<file path="config.mk">
export PLATFORM = sky130hd
export DESIGN_NAME = multi_tick_timer_flat
export DESIGN_NICKNAME = d
export VERILOG_FILES = /design/src/rtl/tick_timer_pkg.sv /design/src/rtl/multi_tick_timer_if.sv /design/src/rtl/tick_channel.sv /design/src/rtl/multi_tick_timer.sv /design/src/flat_wrapper.sv
export SDC_FILE = /design/constraint.sdc
export NUM_CORES = 1
export LEC_CHECK = 0
export CORE_MARGIN = 5
export CORE_UTILIZATION = 45
export DETAILED_ROUTE_END_ITERATION = 10
export PLACE_DENSITY = 0.86
export SYNTH_ARGS = -nofsm -noshare
export SYNTH_HDL_FRONTEND = slang
export SYNTH_SLANG_ARGS = --single-unit
</file>
<file path="constraint.sdc">
create_clock -name clk -period 2 [get_ports clk]
set_input_delay 0.2 -clock clk [delete_from_list [all_inputs] [get_ports clk]]
set_output_delay 0.2 -clock clk [all_outputs]
set_load 0.1 [all_outputs]
</file>
<file path="src/rtl/tick_timer_pkg.sv">
// Shared types and constants for the multi-channel tick timer.
// Latency: n/a (declarations only).
// Backpressure: n/a (declarations only).
package tick_timer_pkg;

    typedef enum logic [1:0] {
        IDLE = 2'd0,
        RUN  = 2'd1,
        DONE = 2'd2
    } ch_state_t;

    localparam logic MODE_PERIODIC = 1'b0;
    localparam logic MODE_ONESHOT  = 1'b1;

endpackage

</file>
<file path="src/rtl/multi_tick_timer_if.sv">
// Control/status bundle between game logic (master) and the tick timer (slave).
// Latency: n/a (wires only).
// Backpressure: none; every signal is sampled or driven every clk.
interface multi_tick_timer_if #(
    parameter int N_CH  = 4,
    parameter int CNT_W = 8
);
    logic                    turbo;
    logic                    pause;
    logic [N_CH-1:0]         start;
    logic [N_CH-1:0]         mode;
    logic [N_CH*CNT_W-1:0]   period;
    logic                    base_tick;
    logic [N_CH-1:0]         tick;
    logic [N_CH-1:0]         duty50;
    logic [N_CH-1:0]         running;
    logic [N_CH-1:0]         done;
    logic [N_CH*CNT_W-1:0]   remaining;

    modport master (
        output turbo, pause, start, mode, period,
        input  base_tick, tick, duty50, running, done, remaining
    );

    modport slave (
        input  turbo, pause, start, mode, period,
        output base_tick, tick, duty50, running, done, remaining
    );
endinterface

</file>
<file path="src/rtl/tick_channel.sv">
// One timer channel: counts base ticks down from period, periodic or one-shot.
// Latency: tick/duty50/done/remaining registered, one clk after the base_tick they respond to.
// Backpressure: none; start is honoured every clk and always wins over base_tick.
module tick_channel
    import tick_timer_pkg::*;
#(
    parameter int CNT_W = 8
) (
    input  logic             clk,
    input  logic             reset,
    input  logic             base_tick,
    input  logic             start,
    input  logic             mode,
    input  logic [CNT_W-1:0] period,
    output logic             tick,
    output logic             duty50,
    output logic             running,
    output logic             done,
    output logic [CNT_W-1:0] remaining
);

    ch_state_t        state_q, state_d;
    logic [CNT_W-1:0] rem_q, rem_d;
    logic [CNT_W-1:0] reload;
    logic             tick_q, tick_d;
    logic             duty_q, duty_d;
    logic             done_q, done_d;

    // A zero period would never expire, so it behaves as one tick per base tick.
    assign reload = (period == '0) ? CNT_W'(1) : period;

    // State and all channel outputs are registered here.
    always_ff @(posedge clk or posedge reset) begin
        if (reset) begin
            state_q <= IDLE;
            rem_q   <= '0;
            tick_q  <= 1'b0;
            duty_q  <= 1'b0;
            done_q  <= 1'b0;
        end else begin
            state_q <= state_d;
            rem_q   <= rem_d;
            tick_q  <= tick_d;
            duty_q  <= duty_d;
            done_q  <= done_d;
        end
    end

    // Next state: start re-arms from any state; only RUN reacts to base_tick.
    always_comb begin
        state_d = state_q;
        rem_d   = rem_q;
        tick_d  = 1'b0;
        duty_d  = duty_q;
        done_d  = done_q;
        if (start) begin
            state_d = RUN;
            rem_d   = reload;
            duty_d  = 1'b0;
            done_d  = 1'b0;
        end else if (state_q == RUN && base_tick) begin
            if (rem_q > CNT_W'(1)) begin
                rem_d = rem_q - 1'b1;
            end else begin
                tick_d = 1'b1;
                duty_d = ~duty_q;
                if (mode == MODE_ONESHOT) begin
                    rem_d   = '0;
                    done_d  = 1'b1;
                    state_d = DONE;
                end else begin
                    rem_d = reload;
                end
            end
        end
    end

    assign tick      = tick_q;
    assign duty50    = duty_q;
    assign done      = done_q;
    assign remaining = rem_q;
    assign running   = (state_q == RUN);

endmodule

</file>
<file path="src/rtl/multi_tick_timer.sv">
// Shared prescaler producing base_tick, feeding N_CH independent countdown channels.
// Latency: base_tick registered; first pulse LIM clks after reset release, channel outputs one clk later.
// Backpressure: none; pause freezes the prescaler, start is never blocked.
module multi_tick_timer
    import tick_timer_pkg::*;
#(
    parameter int BASE_CYCLES = 15000000,
    parameter int TURBO_DIV   = 10,
    parameter int N_CH        = 4,
    parameter int CNT_W       = 8
) (
    input  logic                clk,
    input  logic                reset,
    multi_tick_timer_if.slave   bus
);

    localparam int PW        = (BASE_CYCLES > 1) ? $clog2(BASE_CYCLES) : 1;
    localparam int LIM_T_RAW = BASE_CYCLES / TURBO_DIV;
    localparam int LIM_T     = (LIM_T_RAW < 1) ? 1 : LIM_T_RAW;
    localparam logic [PW-1:0] TOP_N = PW'(BASE_CYCLES - 1);
    localparam logic [PW-1:0] TOP_T = PW'(LIM_T - 1);

    logic [PW-1:0]       pre_cnt;
    logic [PW-1:0]       pre_top;
    logic                base_tick_q;
    logic [N_CH-1:0]     tick_v, duty_v, run_v, done_v;
    logic [N_CH*CNT_W-1:0] rem_v;

    // The >= compare lets a count already past a freshly lowered limit fire at once.
    assign pre_top = bus.turbo ? TOP_T : TOP_N;

    // Prescaler: wrap at the limit and emit a one-clk base_tick; pause holds the count.
    always_ff @(posedge clk or posedge reset) begin
        if (reset) begin
            pre_cnt     <= '0;
            base_tick_q <= 1'b0;
        end else if (bus.pause) begin
            base_tick_q <= 1'b0;
        end else if (pre_cnt >= pre_top) begin
            pre_cnt     <= '0;
            base_tick_q <= 1'b1;
        end else begin
            pre_cnt     <= pre_cnt + 1'b1;
            base_tick_q <= 1'b0;
        end
    end

    for (genvar i = 0; i < N_CH; i++) begin : g_ch
        tick_channel #(.CNT_W(CNT_W)) u_ch (
            .clk       (clk),
            .reset     (reset),
            .base_tick (base_tick_q),
            .start     (bus.start[i]),
            .mode      (bus.mode[i]),
            .period    (bus.period[i*CNT_W +: CNT_W]),
            .tick      (tick_v[i]),
            .duty50    (duty_v[i]),
            .running   (run_v[i]),
            .done      (done_v[i]),
            .remaining (rem_v[i*CNT_W +: CNT_W])
        );
    end

    assign bus.base_tick = base_tick_q;
    assign bus.tick      = tick_v;
    assign bus.duty50    = duty_v;
    assign bus.running   = run_v;
    assign bus.done      = done_v;
    assign bus.remaining = rem_v;

endmodule

</file>
<file path="src/flat_wrapper.sv">
// flat-port wrapper written by rule: the top's interface ports become plain ports
module multi_tick_timer_flat import tick_timer_pkg::*;
#(
    parameter int BASE_CYCLES = 15000000,
    parameter int TURBO_DIV   = 10,
    parameter int N_CH        = 4,
    parameter int CNT_W       = 8
)
  (clk, reset, bus_turbo, bus_pause, bus_start, bus_mode, bus_period, bus_base_tick, bus_tick, bus_duty50, bus_running, bus_done, bus_remaining);
  multi_tick_timer_if #(.N_CH(N_CH), .CNT_W(CNT_W)) bus_i ();
  input  logic clk;
  input  logic reset;
  input wire logic [$bits(bus_i.turbo)-1:0] bus_turbo;
  input wire logic [$bits(bus_i.pause)-1:0] bus_pause;
  input wire logic [$bits(bus_i.start)-1:0] bus_start;
  input wire logic [$bits(bus_i.mode)-1:0] bus_mode;
  input wire logic [$bits(bus_i.period)-1:0] bus_period;
  output wire logic [$bits(bus_i.base_tick)-1:0] bus_base_tick;
  output wire logic [$bits(bus_i.tick)-1:0] bus_tick;
  output wire logic [$bits(bus_i.duty50)-1:0] bus_duty50;
  output wire logic [$bits(bus_i.running)-1:0] bus_running;
  output wire logic [$bits(bus_i.done)-1:0] bus_done;
  output wire logic [$bits(bus_i.remaining)-1:0] bus_remaining;
  assign bus_i.turbo = bus_turbo;
  assign bus_i.pause = bus_pause;
  assign bus_i.start = bus_start;
  assign bus_i.mode = bus_mode;
  assign bus_i.period = bus_period;
  assign bus_base_tick = bus_i.base_tick;
  assign bus_tick = bus_i.tick;
  assign bus_duty50 = bus_i.duty50;
  assign bus_running = bus_i.running;
  assign bus_done = bus_i.done;
  assign bus_remaining = bus_i.remaining;
  multi_tick_timer #(.BASE_CYCLES(BASE_CYCLES), .TURBO_DIV(TURBO_DIV), .N_CH(N_CH), .CNT_W(CNT_W)) u_core (.clk(clk), .reset(reset), .bus(bus_i));
endmodule
</file>
Word level (Yosys, flattened, before mapping)
Cells that the tools add are included.

operators by class
  shifts and indexed selects = 0
  multiply operators = 0
  $add $sub $neg = 5
  div/mod/pow operators = 0
  equal/unequal tests = 8
  muxes and demuxes = 80
  reduce and logical (&&, ||, !) cells = 24
  bitwise operators = 4
  $lt $le $gt $ge = 5

operators with widths
  cell                                                                              count
  8-bit 2-to-1 mux                                                                  20
  24-bit 2-to-1 mux                                                                 2
  1-bit 2-to-1 mux                                                                  42
  8-bit by 1-bit greater-than comparator with 1-bit output (second input constant)  4
  8-bit zero test                                                                   4
  2-bit 2-to-1 mux                                                                  16
  8-bit by 1-bit subtractor with 8-bit output (second input constant)               4
  24-bit by 1-bit adder with 24-bit output (second input constant)                  1
  24-bit greater-or-equal comparator                                                1
  2-bit nonzero test                                                                8
  3-bit AND reduction                                                               4
  2-bit by 1-bit == test with 1-bit output (second input constant)                  4
  2-bit != test (second input constant)                                             4
  2-bit AND reduction                                                               4
  1-bit logical AND                                                                 4
  1-bit NOT                                                                         4

storage, ports and cells
  RAM bits = 0
  latch bits = 0
  output and inout port bits = 49
  bits in registers = 77
  input bits = 44
  bits in read-only memories = 0
  memories = 0
  logic and storage cells = 148

Logic depth before layout (Yosys ltp)
  word-level depth = 6
  depth in mapped cells = 8

Modules after synthesis
From an unflattened synthesis, not the netlist that was laid out.

unflattened totals
  cells, all modules = 467
  area, all modules = 4623.2 um^2

by module, submodules not included
  module            cells an instance  area an instance (um^2)  times used
  tick_channel      76                 773.2                    4
  multi_tick_timer  163                1530.2                   1

Worst setup path after synthesis
Ideal clock, no wire load.

  path type = reg2reg
  start = register u_core.g_ch[2].u_ch.rem_q[0]
  end = register u_core.g_ch[2].u_ch.rem_q[0]
  arrival time = 2.465 ns
  stages on the path, launching flop included = 8
  clock period less this slack = 2.596 ns
  slack = -0.596 ns
  setup time = 0.131 ns
  cell sequence = dfrtp_1 -> inv_1 -> ha_1 -> or2_2 -> and3_1 -> a21o_1 -> a221oi_1 -> a21oi_1

on the way
  longest elaborated chain between the ends = 4

ends and longest elaborated chain
  what                                                                                                                     RTL line                                source
  start, declared                                                                                                          tick_channel.sv:23                      logic [CNT_W-1:0] rem_q, rem_d;
  start signal, assigned                                                                                                   tick_channel.sv:42                      rem_q <= rem_d;
  8-bit by 1-bit subtractor with 8-bit output or 8-bit by 1-bit greater-than comparator with 1-bit output (tied branches)  tick_channel.sv:63, tick_channel.sv:62
  8-bit 2-to-1 mux *                                                                                                       tick_channel.sv:62                      if (rem_q > CNT_W'(1)) begin
  8-bit 2-to-1 mux *                                                                                                       tick_channel.sv:61                      end else if (state_q == RUN && base_tick) begin
  8-bit 2-to-1 mux *                                                                                                       tick_channel.sv:56                      if (start) begin

Every way passes the cells marked *; elsewhere a longest branch is shown, timed or not. The select of a mux whose other input is x is not followed.
A chain may end at the register's enable or synchronous reset.

Final worst setup path
  start = register u_core.pre_cnt[9]
  end = register u_core.pre_cnt[21]

on the way
  longest elaborated chain between the ends = 2

ends and longest elaborated chain
  what                                                                                            RTL line                                        source
  start, declared                                                                                 multi_tick_timer.sv:23                          logic [PW-1:0] pre_cnt;
  start signal, assigned                                                                          multi_tick_timer.sv:43                          pre_cnt <= pre_cnt + 1'b1;
  24-bit by 1-bit adder with 24-bit output or 24-bit greater-or-equal comparator (tied branches)  multi_tick_timer.sv:43, multi_tick_timer.sv:39
  24-bit 2-to-1 mux *                                                                             multi_tick_timer.sv:39                          end else if (pre_cnt >= pre_top) begin

Every way passes the cells marked *; elsewhere a longest branch is shown, timed or not.

==> summary by stage <==
Critical path
For this design, the slowest cell found on the critical path is sky130_fd_sc_hd__dfrtp_1. The critical path buffer and inverter count is 2. Walking the worst path, the cells encountered are ha_2, or4_4, a2111oi_4, buf_4, a21oi_4, buf_12, a21oi_2.

The worst setup path is captured at a flip-flop. The maximum cell stage delay along the critical path is 0.44 ns. Across all register-to-register paths, the minimum setup slack is -0.03 ns. The category of the most critical setup path is flip-flop to flip-flop. The data required time at the worst endpoint is approximately 2.3 ns. The largest driver fanout on the critical path is 18. The worst setup path is launched from a flip-flop. The data arrival time of the worst path is 2.29 ns.

The kind of cell with the highest combined delay on the critical path is compound AO/OA/AOI/OAI gates.

Floorplanning
The initial utilization of the core area, before any placement, comes to 0.459. The die is 110 um tall. The area of the die is 12000 um2. The total area inside the core boundary comes to 9730 um2. The chip width is 110 um. The I/O pin total is 93.

The number of cell rows is 36.

Routing
The mean number of vias per cell is around 5.6. Across all layers, the routed design uses roughly 4300 vias. The total iterations of the first detailed-routing run is 5. Wires add up to 12000 um. In the routed design, unresolved DRC markers number 0.

Dividing the detail-routed wire length by the instance count gives roughly 16 um. The number of DRC violations after detailed-routing iteration 0 is about 210. The residual antenna-violating net count after detailed routing is 0.

Synth
The share of the Yosys chip area taken by registers is 0.409. The number of storage elements in the synthesis netlist is 73. The distinct cell type count of the synthesized netlist is 61. Dividing the synthesized area by the synthesized cell count gives 8.66 um2. Synthesis produced a netlist whose cell count is 516. In the synthesized netlist the dominant register cell turns out to be sky130_fd_sc_hd__dfrtp_1.

The cell area that synthesis handed to floorplanning was 4470 um2. The top cell type by total area after synthesis is sky130_fd_sc_hd__dfrtp_1. After synthesis, the cell types taking the most area are sky130_fd_sc_hd__dfrtp_1 41%, sky130_fd_sc_hd__ha_1 5.0%, sky130_fd_sc_hd__nor2_1 5.0%. The post-synthesis net count is 578. The count of flip-flops with a built-in enable after synthesis is 0. The count of yosys warnings during synthesis is 0. Of the post-synthesis cell area, the dominant cell type holds 0.409. In the synthesized netlist the async set-or-reset flop fraction comes to 1.00.

Run
Max-cap violations in this run came to 0.

Layout
The net count reported at finish is 693. The library cell used most frequently in the layout, excluding fill and tap cells, is sky130_fd_sc_hd__buf_4. The synthesis-to-finish area growth is 38.6%. The core occupancy in the finished layout is 0.637. In the layout the commonest cells are 81 x sky130_fd_sc_hd__buf_4, 58 x sky130_fd_sc_hd__nor2_1, 45 x sky130_fd_sc_hd__dfrtp_1, 42 x sky130_fd_sc_hd__clkdlybuf4s50_1.

The share of final-layout standard cells stronger than drive strength 1 is 0.289. The count of non-filler cells in the finished layout is 769. The number of inserted diodes is 0.

Clock network
The number of clock sinks is 73. The library cell used as clock root buffer is sky130_fd_sc_hd__clkbuf_8. The TritonCTS buffer count is 9. The clock transition at the registers of the reported paths is 0.08 ns. The clock latency on the worst-skew pair is 0.34 ns. The TritonCTS clock tree is done. CTS built an H-tree with a depth of 3. In this run the deepest clock path goes through 2 buffers.

GRT
The via count of the first global-routing pass is about 4300. For this run, the total global-route usage over all layers was measured as 0.201. The maximum number of pins on one net before global-route repair is 74.

The first global-routing pass estimated 19500 um of wire. The initial antenna violation count came to 0. The total congestion overflow is 0.

Placed design
The HPWL after detailed placement is 8480 um. The number of placed instances with taps included is 744. Port buffering added 92 buffers.

At the end of routability-driven placement, the weighted congestion stood at around 0.9.

Status
The final reports fail on setup timing. The flow ran to the end, but the final reports show violations.

Timing
The final hold slack is 0.300 ns. In the finished design, the share of the clock period the worst path needs comes to 1.01. The setup skew after layout is 0.0111 ns. The post-route minimum period is 2.03 ns. The hold violation count in the final report is 0.

Timing would allow up to 493 MHz. In the post-route analysis, the smallest setup slack over all paths is -0.0278 ns. Setup repair after global routing could not meet its margin everywhere.

Setup violations remaining at the end of the flow were counted as 20. The actual transition at the worst max-transition pin is 0.466 ns. In this run the tightest slew margin relative to its limit is 0.688.

The max-slew violation count was 0.

Power
The static leakage is 0.00264 uW. The total power of the final layout is about 5600 uW. VDD sags by at most 0.447 mV.

The power per standard cell area is 899 nW/um2.

Worst hold path
The worst hold path class is input port to asynchronous set/reset pin.
final timing paths:
check                                                     from                                to  cells past startpoint
worst max-delay path                         u_core.pre_cnt[9]                u_core.pre_cnt[21]                      7
worst min-delay path                                     reset                 u_core.pre_cnt[6]                      3
worst max register to register               u_core.pre_cnt[9]                u_core.pre_cnt[21]                      7
worst min register to register  u_core.g_ch[0].u_ch.state_q[0]    u_core.g_ch[0].u_ch.state_q[0]                      1
max in group asynchronous                                reset  u_core.g_ch[0].u_ch.remaining[0]                      3
min in group clk                                bus_period[29]  u_core.g_ch[3].u_ch.remaining[5]                      3
registers in the layout, indices dropped and copies added (netlist names):
name and cells:
u_core.pre_cnt 24, u_core.g_ch.u_ch.tick 4, u_core.g_ch.u_ch.remaining 32, u_core.g_ch.u_ch.state_q 5, u_core.g_ch.u_ch.duty50 4, u_core.bus.base_tick 1, u_core.g_ch.u_ch.done 3
area by class of cell:
type,count,area (um2)
Fill cell,769,3530
Multi-Input combinational cell,384,2560
Sequential cell,73,1890
Timing Repair Buffer,134,1190
Tap cell,133,166
Clock buffer,11,141
Clock inverter,5,128
Inverter,29,115
metrics by stage:
stage               instance area (um2)  setup WS [ns]  setup TNS [ns]
finish                             6200        -0.0278          -0.258
CTS                                6060        -0.0579          -0.795
floorplan                          4630        -0.0482         -0.0782
global route                       6200        -0.0921           -1.83
detailed placement                 5690         -0.450           -9.02
global placement                   5690         -0.356           -7.16
layer usage:
layer  global-route usage  share of wire  up-vias
met2                0.350           0.52      152
met4               0.0579          0.015        0
met5                    0              0        -
met1                0.248           0.41     2053
met3               0.0493          0.058       26
li1                     -              -     2075
tightest hold or removal path: stages:
cell and delay, ns:
sky130_fd_sc_hd__clkdlybuf4s50_1 0.44, sky130_fd_sc_hd__clkinvlp_4 0.10, sky130_fd_sc_hd__buf_12 0.31
report_power, final:
| group | internal, uW | switching, uW | total, uW |
|---|---|---|---|
| combinational | 612 | 1470 | 2080 |
| clock | 990 | 550 | 1540 |
| sequential | 1690 | 262 | 1950 |
| total | 3290 | 2280 | 5570 |
synthesized netlist by cell type (13+ instances only):
master and instances:
sky130_fd_sc_hd__nand3_1 29, sky130_fd_sc_hd__ha_1 18, sky130_fd_sc_hd__xor2_1 17, sky130_fd_sc_hd__nor3_1 18
sky130_fd_sc_hd__dfrtp_1 73, sky130_fd_sc_hd__nor4_1 13, sky130_fd_sc_hd__inv_1 29, sky130_fd_sc_hd__a21oi_1 39
sky130_fd_sc_hd__buf_4 16, sky130_fd_sc_hd__o21ai_0 44, sky130_fd_sc_hd__nor2_1 60, sky130_fd_sc_hd__nand2_1 38
cells by family (layout without fill, tap and decap cells):
group | count (synthesis) | after routing | synth area share
buf+inv | 59 | 179 | 0.0669
xor+xnor | 20 | 20 | 0.0392
compound gates | 136 | 136 | 0.195
simple gates | 210 | 210 | 0.240
flops | 73 | 73 | 0.409
fa+ha+maj | 18 | 18 | 0.0504
repair_timing:
action,4_1_cts,5_1_grt
setup endpoints to repair,12,43
hold buffers,0,0
pin swaps,7,13
buffers inserted,5,4
resized for setup,15,18
cloned,1,0
No activity file was read; power rests on OpenSTA's default activity.
